### config.mk
export PLATFORM = sky130hd
export DESIGN_NAME = dff_shift_bank
export DESIGN_NICKNAME = d
export VERILOG_FILES = /design/src/rtl/dff_shift_bank.sv
export SDC_FILE = /design/constraint.sdc
export NUM_CORES = 1
export LEC_CHECK = 0
export BUFFER_PORTS_ARGS = -buffer_cell sky130_fd_sc_hd__buf_2
export CORE_MARGIN = 2
export CORE_UTILIZATION = 45
export CTS_BUF_LIST = sky130_fd_sc_hd__clkbuf_4
export DETAILED_ROUTE_END_ITERATION = 10
export PLACE_DENSITY = 0.77
export SLEW_MARGIN = 15
export SYNTH_ARGS = -nofsm -noshare
export SYNTH_HDL_FRONTEND = slang
export SYNTH_SLANG_ARGS = --single-unit
### constraint.sdc
create_clock -name clk -period 3.2 [get_ports clk]
set_clock_uncertainty 0.05 [all_clocks]
set_input_delay 0.16 -clock clk [delete_from_list [all_inputs] [get_ports clk]]
set_output_delay 0.16 -clock clk [all_outputs]
set_load 0.05 [all_outputs]
### src/rtl/dff_shift_bank.sv
// dff_shift_bank
// ---------------------------------------------------------------------------
// WIDTH-bit register with a mode-selected next-state function (hold, load,
// logical/arithmetic shift, rotate, clear), a clock enable and a
// shifts-since-load counter. It can act as a serializer (parallel load, then
// shift out on sout) or as a deserializer (clear, then shift in from sin).
// `done` pulses once when a full word has been shifted.
//
// Ports:
//   clk        rising-edge clock for all state
//   reset      synchronous, active-high; overrides en and mode
//   en         clock enable; when low q and shift_cnt hold and done drops
//   mode       operation select:
//                000 hold, 001 shl, 010 shr logical, 011 rol,
//                100 ror, 101 load, 110 shr arithmetic, 111 clear
//   sin        serial input bit for shl/shr
//   data       parallel load value
//   q          register contents (registered)
//   sout       bit that leaves the register on the next enabled shift edge
//              (combinational from q and mode)
//   shift_cnt  shifts since last load/clear/reset, saturating at WIDTH
//   done       one-cycle pulse after shift_cnt steps WIDTH-1 -> WIDTH
// ---------------------------------------------------------------------------
module dff_shift_bank #(
  parameter int               WIDTH     = 8,
  parameter logic [WIDTH-1:0] RESET_VAL = '0,
  parameter int               CNT_W     = $clog2(WIDTH + 1)
) (
  input  logic             clk,
  input  logic             reset,
  input  logic             en,
  input  logic [2:0]       mode,
  input  logic             sin,
  input  logic [WIDTH-1:0] data,
  output logic [WIDTH-1:0] q,
  output logic             sout,
  output logic [CNT_W-1:0] shift_cnt,
  output logic             done
);

  localparam logic [2:0] MODE_HOLD = 3'b000;
  localparam logic [2:0] MODE_SHL  = 3'b001;
  localparam logic [2:0] MODE_SHR  = 3'b010;
  localparam logic [2:0] MODE_ROL  = 3'b011;
  localparam logic [2:0] MODE_ROR  = 3'b100;
  localparam logic [2:0] MODE_LOAD = 3'b101;
  localparam logic [2:0] MODE_ASR  = 3'b110;
  localparam logic [2:0] MODE_CLR  = 3'b111;

  localparam logic [CNT_W-1:0] CNT_FULL = CNT_W'(WIDTH);
  localparam logic [CNT_W-1:0] CNT_LAST = CNT_W'(WIDTH - 1);

  logic [WIDTH-1:0] q_reg;
  logic [WIDTH-1:0] q_next;
  logic [CNT_W-1:0] cnt_reg;
  logic [CNT_W-1:0] cnt_next;
  logic             done_reg;
  logic             done_next;

  // Every shift/rotate is either a move toward the MSB or toward the LSB;
  // only the bit filling the vacated end differs between modes.
  logic move_left;
  logic move_right;
  logic fill_lo;
  logic fill_hi;
  logic do_load;
  logic do_clear;

  assign move_left  = (mode == MODE_SHL) || (mode == MODE_ROL);
  assign move_right = (mode == MODE_SHR) || (mode == MODE_ROR) || (mode == MODE_ASR);
  assign do_load    = (mode == MODE_LOAD);
  assign do_clear   = (mode == MODE_CLR);

  always_comb begin
    fill_lo = sin;
    if (mode == MODE_ROL) begin
      fill_lo = q_reg[WIDTH-1];
    end
  end

  always_comb begin
    fill_hi = sin;
    if (mode == MODE_ROR) begin
      fill_hi = q_reg[0];
    end else if (mode == MODE_ASR) begin
      fill_hi = q_reg[WIDTH-1];
    end
  end

  // Per-bit next-state mux: each bit takes its lower neighbour on a left
  // move, its upper neighbour on a right move, with the end bits taking the
  // mode-dependent fill instead.
  generate
    for (genvar gi = 0; gi < WIDTH; gi++) begin : g_bit
      logic from_lower;
      logic from_upper;

      if (gi == 0) begin : g_lsb
        assign from_lower = fill_lo;
      end else begin : g_lsb_n
        assign from_lower = q_reg[gi-1];
      end

      if (gi == WIDTH - 1) begin : g_msb
        assign from_upper = fill_hi;
      end else begin : g_msb_n
        assign from_upper = q_reg[gi+1];
      end

      assign q_next[gi] = move_left  ? from_lower :
                          move_right ? from_upper :
                          do_load    ? data[gi]   :
                          do_clear   ? 1'b0       :
                                       q_reg[gi];
    end
  endgenerate

  // Counter saturates at WIDTH; done fires only on the single step into
  // saturation, so it re-arms only when the counter is zeroed again.
  always_comb begin
    cnt_next  = cnt_reg;
    done_next = 1'b0;
    if (do_load || do_clear) begin
      cnt_next = '0;
    end else if ((move_left || move_right) && (cnt_reg != CNT_FULL)) begin
      cnt_next  = cnt_reg + CNT_W'(1);
      done_next = (cnt_reg == CNT_LAST);
    end
  end

  always_ff @(posedge clk) begin
    if (reset) begin
      q_reg    <= RESET_VAL;
      cnt_reg  <= '0;
      done_reg <= 1'b0;
    end else if (en) begin
      q_reg    <= q_next;
      cnt_reg  <= cnt_next;
      done_reg <= done_next;
    end else begin
      done_reg <= 1'b0;
    end
  end

  always_comb begin
    sout = 1'b0;
    case (mode)
      MODE_SHL, MODE_ROL:           sout = q_reg[WIDTH-1];
      MODE_SHR, MODE_ROR, MODE_ASR: sout = q_reg[0];
      MODE_HOLD, MODE_LOAD, MODE_CLR: sout = 1'b0;
      default:                      sout = 1'b0;
    endcase
  end

  assign q         = q_reg;
  assign shift_cnt = cnt_reg;
  assign done      = done_reg;

endmodule
==> results.cfg <==
[job]
drv_cap = 0

[clock_tree]
htree_levels = 1
holdBufCountCts = 0
cts_buffer_depth = 2
clkLatencyLatePin_ps = 280
numCtsBuffers = 3
postCtsResizedCells = 0
cts_tree = done
clock_sinks = 13
path_clk_slew_ps = 90
cts.root.buffer_cell = clkbuf_4
postCtsSetupBuffers = 0

[critical_path]
cp-end-kind = flop
cp.required_ps = 3340
critPathTopFamily = compound AO/OA/AOI/OAI gates
cp-start-kind = input pin
worstPathCellList = buf_2 > o31ai_2 > a221oi_1 > a211oi_1
slowest_stage = o31ai_2
timing.rr.start = shift_cnt[0]$_SDFFE_PP0P_
critical_path.max_stage_delay_ps = 810
cp.buffers_inverters = 1
crit_start = mode[2]
critPathKind = in2reg
crit_arrival_ps = 1600
path_max_fanout = 22

[placement]
hpwl_um = 1359
place.gp.congestion = 0.7271
place_ws_ps = 1500
portBuffers = 28

[routing]
vias = 795
drt_iter0_drc = 20
vias_per_cell = 5.483
first_pass_iters = 4
drt_wl_total_um = 1914
ant_nets = 0
wl_per_cell_um = 13.20
drcViolationCount = 0

[floorplanning]
fp.dieH_um = 46.87
die_w_um = 46.87
core_um2 = 1727
core.rowCount = 15
dieArea_um2 = 2197
initial_core_util_pct = 47.90
pin_count = 29

[sta]
holdWs_ps = 122.6
period_share_pct = 45.49
slew_headroom_pct = 40.70
worst_pin_slew_ps = 884.2
timing.final.crit_period_ps = 1456
drv_slew = 0
hold_viol_final = 0
setup_viol = 0
worst_slack_ps = 1744
max_freq_ghz = 0.6870
finalSetupTns_ps = 0
rsz0062_at_grt = no

[pwr]
powerDensity_nw_per_um2 = 411.5
p_leak_uw = 0.0004155
ir_drop_uv = 431.4

[worst_hold_path]
min_path_type = in2reg
worstHoldStart = reset

[layout]
register_area_um2 = 260.3
largest_reg_flops = 8
drive_gt1_share_pct = 32.50
multiInputGateArea_um2 = 475.5
fin_nets = 138
fillerInstances = 182
diodes = 0
syn_to_final_growth_pct = 17.10

[global_routing]
grt_max_degree = 23
grt_use_met2_pct = 28.77
grt_pass1_vias = 663
antenna_found_initial = 0
use_met1_pct = 25.23
overflow = 0
grt_pass1_wl_um = 2939
track_usage_pct = 18.25
met3_usage_pct = 7.308
grt-busiest-layer = met2

[synth]
yosys_register_bits = 13
syn-num-nets = 111
synth_cell_types = 31
yosysWarnings = 0
syn_avg_cell_area_um2 = 8.798
synth_cells = 94
synth_area_um2 = 827.0
synth_seq_area_share_pct = 31.47

[status]
status = completed
## through the flow
step	cells	util, %	power (uW)	instance area (um^2)
global placement	141	54.49	295.7	940.9
detailed placement	141	54.49	298.1	940.9
CTS	145	56.09	401.6	968.4
floorplan	94	-	271.3	827.0
global route	145	56.09	417.6	968.4
finish	145	56.09	398.5	968.4
## worst register-to-register path, stage by stage (launching register included)
cell and delay [ps]:
dfxtp_1 350, inv_1 100, ha_1 170, nand3b_1 120, o21ai_0 220, mux2i_1 210
nor2_1 50
## power breakdown
| part | total (uW) | switching [uW] | internal (uW) |
|---|---|---|---|
| sequential | 180 | 8.76 | 171 |
| clock | 104 | 57.2 | 46.3 |
| combinational | 115 | 78.5 | 36.5 |
## Yosys cell counts
cell	n	share of area (%)
o31a_2	1	1.2
a21o_1	2	1.8
dfxtp_1	13	31
ha_1	2	3.0
a211o_1	1	1.1
nor2_4	1	1.4
xnor2_1	2	2.1
nand3b_1	10	9.1
buf_6	2	2.7
dlymetal6s2s_1	1	1.5
mux2i_1	2	2.4
and2b_2	1	1.1
o31ai_2	1	1.5
a21oi_1	1	0.60
a221oi_1	7	7.4
nand2_1	2	0.91
nor3_1	2	1.2
nor2_1	6	2.7
nor4_1	1	0.76
o21ai_0	9	5.4
a22o_1	1	1.1
o211ai_1	1	0.91
inv_1	9	4.1
xor2_1	2	2.1
a31oi_1	1	0.76
and2_2	1	0.91
a211oi_1	6	5.4
nand2_2	1	0.76
nand4_1	1	0.76
buf_4	3	2.7
a21oi_2	1	1.1
## placed cells by master, fill, tap and decap left out
| master | n |
|---|---|
| buf_2 | 28 |
| dfxtp_1 | 13 |
| nand3b_1 | 10 |
| inv_1 | 9 |
| o21ai_0 | 9 |
| a221oi_1 | 7 |
| nor2_1 | 6 |
| a211oi_1 | 6 |
| clkbuf_4 | 3 |
| mux2i_1 | 2 |
| a21o_1 | 2 |
| xor2_1 | 2 |
| xnor2_1 | 2 |
| nor3_1 | 2 |
| nand2_1 | 2 |
| ha_1 | 2 |
| and2b_2 | 1 |
| nor2_4 | 1 |
| a22o_1 | 1 |
| o31ai_2 | 1 |
| and2_2 | 1 |
| o31a_2 | 1 |
| o211ai_1 | 1 |
| nand2_2 | 1 |
| a31oi_1 | 1 |
| a211o_1 | 1 |
| a21oi_2 | 1 |
| nand4_1 | 1 |
| a21oi_1 | 1 |
| nor4_1 | 1 |
| clkinv_2 | 1 |
## area by class of cell
| cell class | count | area share, % |
|---|---|---|
| inverters | 9 | 3.488 |
| repair buffers | 28 | 14.47 |
| flip-flops and latches | 13 | 26.87 |
| multi-input cells | 66 | 49.10 |
| clock inverters | 1 | 0.5168 |
| clock buffers | 3 | 2.326 |
| well taps | 25 | 3.230 |
## layer usage
metal | vias to the layer above | part of all wire (%)
li1 | 400 | -
met1 | 371 | 47
met2 | 24 | 47
met3 | 0 | 5.4
met4 | 0 | 0
met5 | - | 0
## worst paths after layout
kind                          endpoint  slack, ps  cells after the start
min reg2reg            done$_SDFF_PP0_        460                      2
max reg2reg  shift_cnt[1]$_SDFFE_PP0P_       1840                      6
max                  q[4]$_SDFFE_PP0P_       1740                      4
min                  q[7]$_SDFFE_PP0P_        120                      2
## kinds of logic after synthesis
logic type	synth area share, %
fa+ha+maj	3.025
simple gates	19.52
compound gates	28.29
buf+inv	11.04
flops	31.47
xor+xnor	4.237
mux	2.421
No activity file was read; power rests on OpenSTA's default activity.
